===== config.mk =====
export PLATFORM = sky130hd
export DESIGN_NAME = mux2_rr_arbiter
export DESIGN_NICKNAME = d
export VERILOG_FILES = /design/src/rtl/mux2_rr_arbiter.sv
export SDC_FILE = /design/constraint.sdc
export NUM_CORES = 1
export LEC_CHECK = 0
export ABC_CLOCK_PERIOD_IN_PS = 3600
export BUFFER_PORTS_ARGS = -buffer_cell sky130_fd_sc_hd__buf_4
export CAP_MARGIN = 20
export CORE_UTILIZATION = 48
export CTS_CLUSTER_SIZE = 30
export DETAILED_ROUTE_END_ITERATION = 6
export PLACE_DENSITY = 0.88
export SYNTH_ARGS = -nofsm -noshare
export SYNTH_HDL_FRONTEND = slang
export SYNTH_SLANG_ARGS = --single-unit

===== constraint.sdc =====
create_clock -name clk -period 3.6 [get_ports clk]
set_clock_uncertainty 0.1 [all_clocks]
set_input_delay 0.36 -clock clk [delete_from_list [all_inputs] [get_ports clk]]
set_output_delay 0.36 -clock clk [all_outputs]
set_load 0.03 [all_outputs]

===== src/rtl/mux2_rr_arbiter.sv =====
// Round-robin arbiter for a two-input mux datapath.
// Drives sel and registers the chosen word into a one-entry output stage.
module mux2_rr_arbiter #(
  parameter int WIDTH     = 8,
  parameter int MAX_BURST = 4
) (
  input  logic             clk,
  input  logic             reset,
  input  logic             req0,
  input  logic [WIDTH-1:0] in0,
  output logic             gnt0,
  input  logic             req1,
  input  logic [WIDTH-1:0] in1,
  output logic             gnt1,
  output logic             sel,
  output logic [WIDTH-1:0] out,
  output logic             out_valid,
  input  logic             out_ready
);

  localparam int CW = (MAX_BURST < 2) ? 1 : $clog2(MAX_BURST + 1);
  localparam int BW = CW + 1;

  typedef enum logic [1:0] {
    IDLE   = 2'd0,
    GRANT0 = 2'd1,
    GRANT1 = 2'd2
  } state_e;

  state_e           state_q, state_d;
  logic             last_q, last_d;
  logic [CW-1:0]    cnt_q, cnt_d;
  logic [WIDTH-1:0] out_q, out_d;
  logic             out_valid_q, out_valid_d;

  logic             space;
  logic             xfer0;
  logic             xfer1;
  logic             xfer_cur;
  logic [BW-1:0]    beats;
  logic             burst_done;
  logic [CW-1:0]    cnt_sat;

  // Grant qualifiers and burst accounting for the current owner
  always_comb begin
    space      = !out_valid_q || out_ready;
    xfer0      = req0 && gnt0;
    xfer1      = req1 && gnt1;
    xfer_cur   = xfer0 || xfer1;
    beats      = {1'b0, cnt_q} + BW'(xfer_cur);
    burst_done = beats >= BW'(MAX_BURST);
    cnt_sat    = burst_done ? CW'(MAX_BURST)
                            : beats[CW-1:0];
  end

  // State, history and output-stage registers
  always_ff @(posedge clk) begin
    if (reset) begin
      state_q     <= IDLE;
      last_q      <= 1'b1;
      cnt_q       <= '0;
      out_q       <= '0;
      out_valid_q <= 1'b0;
    end else begin
      state_q     <= state_d;
      last_q      <= last_d;
      cnt_q       <= cnt_d;
      out_q       <= out_d;
      out_valid_q <= out_valid_d;
    end
  end

  // Next owner: alternate on contention, bound bursts by MAX_BURST
  always_comb begin
    state_d = state_q;
    last_d  = last_q;
    cnt_d   = cnt_q;
    unique case (state_q)
      IDLE: begin
        if (req0 && req1) begin
          state_d = last_q ? GRANT0 : GRANT1;
        end else if (req0) begin
          state_d = GRANT0;
        end else if (req1) begin
          state_d = GRANT1;
        end
      end
      GRANT0: begin
        if (!req0) begin
          state_d = req1 ? GRANT1 : IDLE;
        end else if (req1 && burst_done) begin
          state_d = GRANT1;
        end
      end
      GRANT1: begin
        if (!req1) begin
          state_d = req0 ? GRANT0 : IDLE;
        end else if (req0 && burst_done) begin
          state_d = GRANT0;
        end
      end
      default: begin
        state_d = IDLE;
      end
    endcase
    if (state_d != state_q) begin
      cnt_d = '0;
    end else if (state_q != IDLE) begin
      cnt_d = cnt_sat;
    end
    if (state_d == GRANT0 && state_q != GRANT0) begin
      last_d = 1'b0;
    end else if (state_d == GRANT1 && state_q != GRANT1) begin
      last_d = 1'b1;
    end
  end

  // Output stage: load on transfer, drain on consume
  always_comb begin
    out_d       = out_q;
    out_valid_d = out_valid_q;
    if (xfer0) begin
      out_d       = in0;
      out_valid_d = 1'b1;
    end else if (xfer1) begin
      out_d       = in1;
      out_valid_d = 1'b1;
    end else if (out_valid_q && out_ready) begin
      out_valid_d = 1'b0;
    end
  end

  // Grants and mux select decoded from the owner state
  always_comb begin
    gnt0      = (state_q == GRANT0) && space;
    gnt1      = (state_q == GRANT1) && space;
    sel       = (state_q == GRANT1);
    out       = out_q;
    out_valid = out_valid_q;
  end

endmodule


-- Yosys cells after proc, flatten, opt, wreduce, memory -nomap -nowiden
Index checks and enable logic that the tools add are counted.
- word-level logic and storage cells: 52
- output and inout bits: 12
- register bits: 15
- $add $sub $neg: 1
- mux-type cells: 19
- magnitude comparators: 1
- equal/unequal tests: 7
- reductions and logical operators: 19
- operators by type and width (cell ; number):
    $mux 2 ; 9
    $mux 8 ; 2
    $logic_and 1x1->1 ; 10
    $mux 1 ; 6
    $pmux 2 s3 ; 1
    $reduce_bool 2->1 ; 3
    $add 3x1->4 ; 1
    $eq 2x1->1 const B ; 2
    $eq 2x2->1 const B ; 2
    $ge 4x3->1 const B ; 1
    $mux 3 ; 1
    $reduce_bool 3->1 ; 1
    $logic_not 2->1 ; 1
    $logic_or 1x1->1 ; 2
    $ne 2x1->1 const B ; 1
    $ne 2x2->1 ; 1
    $ne 2x2->1 const B ; 1
    $reduce_or 2->1 ; 1
    $logic_not 1->1 ; 1

-- Logic depth before layout (Yosys ltp)
- word-level depth: 15
- depth in mapped cells: 12
- depth with buffers taken out: 11

-- Least setup slack after synthesis
Ideal clock, no wire load.
- kind: register to register
- from: reg out_valid_q, in the netlist out_valid
- to: reg cnt_q[0]
- buffers on the path: 1
- stages on the path, launching flop included: 13
- setup slack: 0.801 ns
- data arrival time: 2.573 ns
- data required time: 3.374 ns
- cell sequence: dfxtp_1 nand2b_1 and3b_2 nand2_2 buf_6 nand2_1 ha_1 ha_1 and2_4 a21o_4 and3_4 o311ai_4 nor3_1
- longest elaborated chain between the ends: 13
- ends and longest elaborated chain (element ; RTL line ; text):
    start, declared ; 34 ; logic out_valid_q, out_valid_d;
    start signal, assigned ; 69 ; out_valid_q <= out_valid_d;
    $logic_not 1->1 * ; 46 ; space = !out_valid_q || out_ready;
    $logic_or 1x1->1 * ; 46 ;
    $logic_and 1x1->1 * ; 135 ; gnt0 = (state_q == GRANT0) && space;
    via gnt0 ; 11 ; output logic gnt0,
    $logic_and 1x1->1 * ; 47 ; xfer0 = req0 && gnt0;
    $logic_or 1x1->1 * ; 49 ; xfer_cur = xfer0 || xfer1;
    $add 3x1->4 * ; 50 ; beats = {1'b0, cnt_q} + BW'(xfer_cur);
    $ge 4x3->1 ; 51 ; burst_done = beats >= BW'(MAX_BURST);
    $logic_and 1x1->1, on equally long branches ; 98, 91 ;
    $mux 2, on equally long branches ; 98, 91 ;
    $mux 2, on equally long branches ; 96, 89 ;
    $pmux 2 s3 ; 78 ; unique case (state_q)
    $ne 2x2->1 ; 106 ; if (state_d != state_q) begin
    $reduce_or 2->1 (no line) ; - ;
    end signal, assigned ; 67 ; cnt_q <= cnt_d;
    end, declared ; 32 ; logic [CW-1:0] cnt_q, cnt_d;
Mark *: on every way through the listed nets, which the timed path passes. The rest lies on a longest branch.
A chain may end at the register's enable or synchronous reset.

-- Worst setup path after layout
- from: reg state_q[1]
- to: reg cnt_q[1]
- longest elaborated chain between the ends: 12
- ends and longest elaborated chain (element ; RTL line ; text):
    start, declared ; 30 ; state_e state_q, state_d;
    start signal, assigned ; 65 ; state_q <= state_d;
    $eq 2x1->1 / $eq 2x2->1 (equally long branches) ; 78, 135, 136 ;
    $logic_and 1x1->1, on equally long branches ; 135, 136 ;
    $logic_and 1x1->1, on equally long branches ; 47, 48 ;
    $logic_or 1x1->1 ; 49 ;
    $add 3x1->4 ; 50 ;
    $ge 4x3->1 ; 51 ;
    $logic_and 1x1->1, on equally long branches ; 98, 91 ;
    $mux 2, on equally long branches ; 98, 91 ;
    $mux 2, on equally long branches ; 96, 89 ;
    $pmux 2 s3 ; 78 ;
    $ne 2x2->1 ; 106 ;
    $reduce_or 2->1 (no line) ; - ;
Parallel ways exist; a longest one is shown, timed or not.

==> impl_table.tex <==
\begin{tabular}{lr}
\hline
Metric & Value \\
\hline
\multicolumn{2}{l}{\textbf{Status}} \\
Result of the run & complete, no violations \\
\multicolumn{2}{l}{\textbf{Clocking}} \\
Total clock buffers created by CTS & 3 \\
Clock tree from TritonCTS & done \\
Post-CTS setup repair buffer count & 0 \\
Clock latency on the worst-skew pair & 0.28 ns \\
Post-CTS resize count & 0 \\
Clock Tree Root & sky130\_fd\_sc\_hd\_\_clkbuf\_4 \\
Max clock buf depth & 2 \\
Clock-pin slew reported for the worst setup and hold paths after clock tree synthesis & 0.09 ns \\
Maximum level of the CTS H-tree & 1 \\
Number of sinks on the clock net & 15 \\
Hold-fix buffers, CTS & 0 \\
\multicolumn{2}{l}{\textbf{Layout}} \\
Final nets & 155 \\
Share of final-layout standard cells stronger than drive strength 1 & 0.3511 \\
Count of antenna diodes in the layout & 0 \\
Growth of design area from synthesis to finish & 29.71\% \\
Area of all placed cells without fillers & 1164 um2 \\
\multicolumn{2}{l}{\textbf{Timing}} \\
Maximum achievable frequency & 0.3492 GHz \\
Rel. slew slack & 0.7086 \\
Total negative setup slack & 0 ns \\
Minimum setup slack in the final design & 0.7365 ns \\
Final critical-path share of the clock period & 0.7954 \\
Final setup fails & 0 \\
Min Tclk post-route & 2.864 ns \\
Final hold violation count & 0 \\
Number of max-slew violations in the final report & 0 \\
Unrepaired setup endpoints after global routing & no \\
Slew at the pin closest to its max-slew limit & 0.4365 ns \\
\multicolumn{2}{l}{\textbf{Global routing}} \\
Leftover overflow at the end of global routing & 0 \\
GRT Overall Usage & 0.1844 \\
Via count of the first global-routing pass & 675 \\
Initial antenna violation count & 0 \\
Largest net degree at the start of global routing & 19 \\
Global-route wire length before repair & 2746 um \\
\multicolumn{2}{l}{\textbf{Placement}} \\
Pre-CTS setup slack & 0.7185 ns \\
Sum of net half-perimeters after detailed placement & 1396 um \\
Instance area at placement & 1136 um2 \\
Weighted congestion reported at the end of routability-driven placement & 0.7713 \\
Number of I/O port buffers & 32 \\
\multicolumn{2}{l}{\textbf{Yosys}} \\
Area contributors post-synth & sky130\_fd\_sc\_hd\_\_dfxtp\_1 (33\%), sky130\_fd\_sc\_hd\_\_mux2i\_1 (11\%), sky130\_fd\_sc\_hd\_\_a211oi\_1 (5.9\%) \\
Netlist Area Pre-Place & 897.1 um2 \\
Share of synthesized registers carrying an async set or reset & 0 \\
Most repeated cell in the gate-level netlist after synthesis & sky130\_fd\_sc\_hd\_\_dfxtp\_1 \\
Most area-hungry cell type in the Yosys netlist & sky130\_fd\_sc\_hd\_\_dfxtp\_1 \\
Most frequent cells after synthesis & sky130\_fd\_sc\_hd\_\_dfxtp\_1 (15), sky130\_fd\_sc\_hd\_\_nor2\_1 (12), sky130\_fd\_sc\_hd\_\_mux2i\_1 (10) \\
Fraction of the yosys area taken by sequential cells & 0.3347 \\
Register bit total from synthesis & 15 \\
Number of synthesized flops with an enable pin & 0 \\
Net count after synthesis & 123 \\
Mapped Cells & 100 \\
Unique cell type count in the Yosys netlist & 33 \\
Mean area per synthesized cell & 8.971 um2 \\
Count of synthesis-stage warnings from yosys & 0 \\
Leading register cell type out of synthesis & sky130\_fd\_sc\_hd\_\_dfxtp\_1 \\
Share of the synthesized area in the top cell type & 0.3347 \\
\multicolumn{2}{l}{\textbf{Pwr}} \\
Tot Pwr & 0.3829 mW \\
Power per unit of standard cell area & 329.1 nW/um2 \\
Cell-internal power & 0.2660 mW \\
Static Leak & 0.5649 nW \\
Switching Share & 0.3054 \\
Sequential share of power & 0.485 \\
Peak supply drop & 0.1961 mV \\
Proportion of power drawn by the clock network & 0.253 \\
Share of total power in combinational logic & 0.262 \\
Net Switching & 0.1169 mW \\
\multicolumn{2}{l}{\textbf{Detailed routing}} \\
Detail-routed net length per standard cell & 11.50 um \\
Total wirelength of the detailed-routed design & 1794 um \\
Via-to-Cell Ratio & 5.423 \\
Drt first pass iters & 4 \\
Post-DRT Antenna Nets & 0 \\
Vias & 846 \\
Initial DRC count & 18 \\
Final routed DRC violation total & 0 \\
\multicolumn{2}{l}{\textbf{Floorplanning}} \\
Area enclosed by the die boundary & 2046 um2 \\
Die boundary width & 45.23 um \\
Total core area & 1745 um2 \\
DIE HEIGHT & 45.23 um \\
Num ports & 33 \\
Count of standard-cell rows & 15 \\
Starting density of the core & 0.5140 \\
\multicolumn{2}{l}{\textbf{Worst setup path}} \\
Worst reg2reg startpoint & state\_q[1] \\
Critical Path Max Stage Delay & 0.60 ns \\
Crit path required time & 3.67 ns \\
Setup Crit Path Kind & reg -> reg \\
Highest-delay cell along the critical path & sky130\_fd\_sc\_hd\_\_dfxtp\_1 \\
Arr. time, crit path & 2.93 ns \\
Cells traversed along the worst timing path & and3b\_2 -> nand2\_2 -> nand2\_1 -> ha\_1 -> ha\_1 -> and2\_4 -> a21o\_4 -> and3\_4 -> o311ai\_4 -> nor3\_1 \\
Critical Path End Type & flop \\
Capture point of the worst reg-to-reg path & cnt\_q[1] \\
Startpoint type of the worst setup path & flop \\
CP startpoint & state\_q[1] \\
Logic depth of the worst register-to-register path & 10 \\
Critical Path End & cnt\_q[1] \\
Top fanout value on the critical path & 18 \\
Setup slack of the most critical reg-to-reg path & 0.74 ns \\
Cell type with the highest occurrence count on the critical path & sky130\_fd\_sc\_hd\_\_ha\_1 \\
\multicolumn{2}{l}{\textbf{Flow run}} \\
Max Cap Viol & 0 \\
\multicolumn{2}{l}{\textbf{Min path}} \\
Class of the tightest hold or removal check & in -> reg \\
\hline
\end{tabular}
-- area by class of cell --
| class | count | area [um2] |
|---|---|---|
| well taps | 25 | 31.28 |
| clock inverters | 1 | 5.005 |
| multi-input cells | 78 | 553.0 |
| repair buffers | 33 | 247.7 |
| inverters | 1 | 3.754 |
| flip-flops and latches | 15 | 300.3 |
| fillers | 140 | 581.8 |
| clock buffers | 3 | 22.52 |
-- power groups by stage --
stage / clock network, mW / logic [mW] / registers, mW
5_1_grt: 0.109 / 0.109 / 0.187
3_3_place_gp: 0 / 0.0996 / 0.189
4_1_cts: 0.101 / 0.101 / 0.186
6_report: 0.0968 / 0.100 / 0.186
2_1_floorplan: 0 / 0.0541 / 0.199
3_5_place_dp: 0 / 0.101 / 0.189
-- per-layer routing --
layer	global-route usage	share of wire
met1	0.2396	0.44
met2	0.2986	0.50
met3	0.03600	0.048
met4	0.07273	0.0078
met5	0	0
-- placed cells by master (no fill, tap or decap), types with 2 or more instances in the layout --
| cell type | instances |
|---|---|
| sky130_fd_sc_hd__nand3_1 | 2 |
| sky130_fd_sc_hd__o21ai_0 | 5 |
| sky130_fd_sc_hd__nor2b_1 | 3 |
| sky130_fd_sc_hd__nor3_1 | 3 |
| sky130_fd_sc_hd__clkbuf_4 | 3 |
| sky130_fd_sc_hd__buf_4 | 33 |
| sky130_fd_sc_hd__dfxtp_1 | 15 |
| sky130_fd_sc_hd__ha_1 | 2 |
| sky130_fd_sc_hd__a22oi_1 | 2 |
| sky130_fd_sc_hd__nand3b_1 | 2 |
| sky130_fd_sc_hd__mux2i_1 | 10 |
| sky130_fd_sc_hd__a21oi_1 | 5 |
| sky130_fd_sc_hd__nand2b_1 | 5 |
| sky130_fd_sc_hd__a211oi_1 | 7 |
| sky130_fd_sc_hd__nor2_1 | 12 |
| sky130_fd_sc_hd__a21o_2 | 2 |
| sky130_fd_sc_hd__nand2_1 | 5 |
-- flip-flops by register name, summed over array words and instances, names as in the netlist --
register   cells
state_q        2
out            8
cnt_q          3
out_valid      1
last_q         1
-- critical path, delay by kind of cell, from the launching register on --
| kind | cells | cell delay (ns) |
|---|---|---|
| simple gates | 6 | 1.08 |
| flops | 1 | 0.60 |
| compound gates | 2 | 0.56 |
| fa+ha+maj | 2 | 0.41 |
-- worst min path at each step --
stage,startpoint,endpoint,slack [ns],cells after the start
global placement,out_valid,out_valid,0.43,2
finish,reset,out[7],0.24,2
detailed placement,cnt_q[2],cnt_q[2],0.44,2
CTS,reset,out[7],0.23,2
floorplan,req1,state_q[1],0.39,2
global route,reset,out[7],0.23,2
-- logic make-up after synthesis --
kind of cell | count (synthesis) | synth area share
AOI/OAI and AO/OA | 28 | 0.2469
adders and majority gates | 2 | 0.02789
buffers and inverters | 7 | 0.04880
DFF | 15 | 0.3347
muxes | 10 | 0.1116
and+or+nand+nor | 38 | 0.2301
-- through the flow --
step	std cells	utilization	hold slack [ns]
2_1_floorplan	100	-	0.3892
3_3_place_gp	152	0.6509	0.4329
3_5_place_dp	152	0.6509	0.4377
4_1_cts	156	0.6667	0.2334
5_1_grt	156	0.6667	0.2304
6_report	156	0.6667	0.2358
Power figures use the tool's default switching activity.
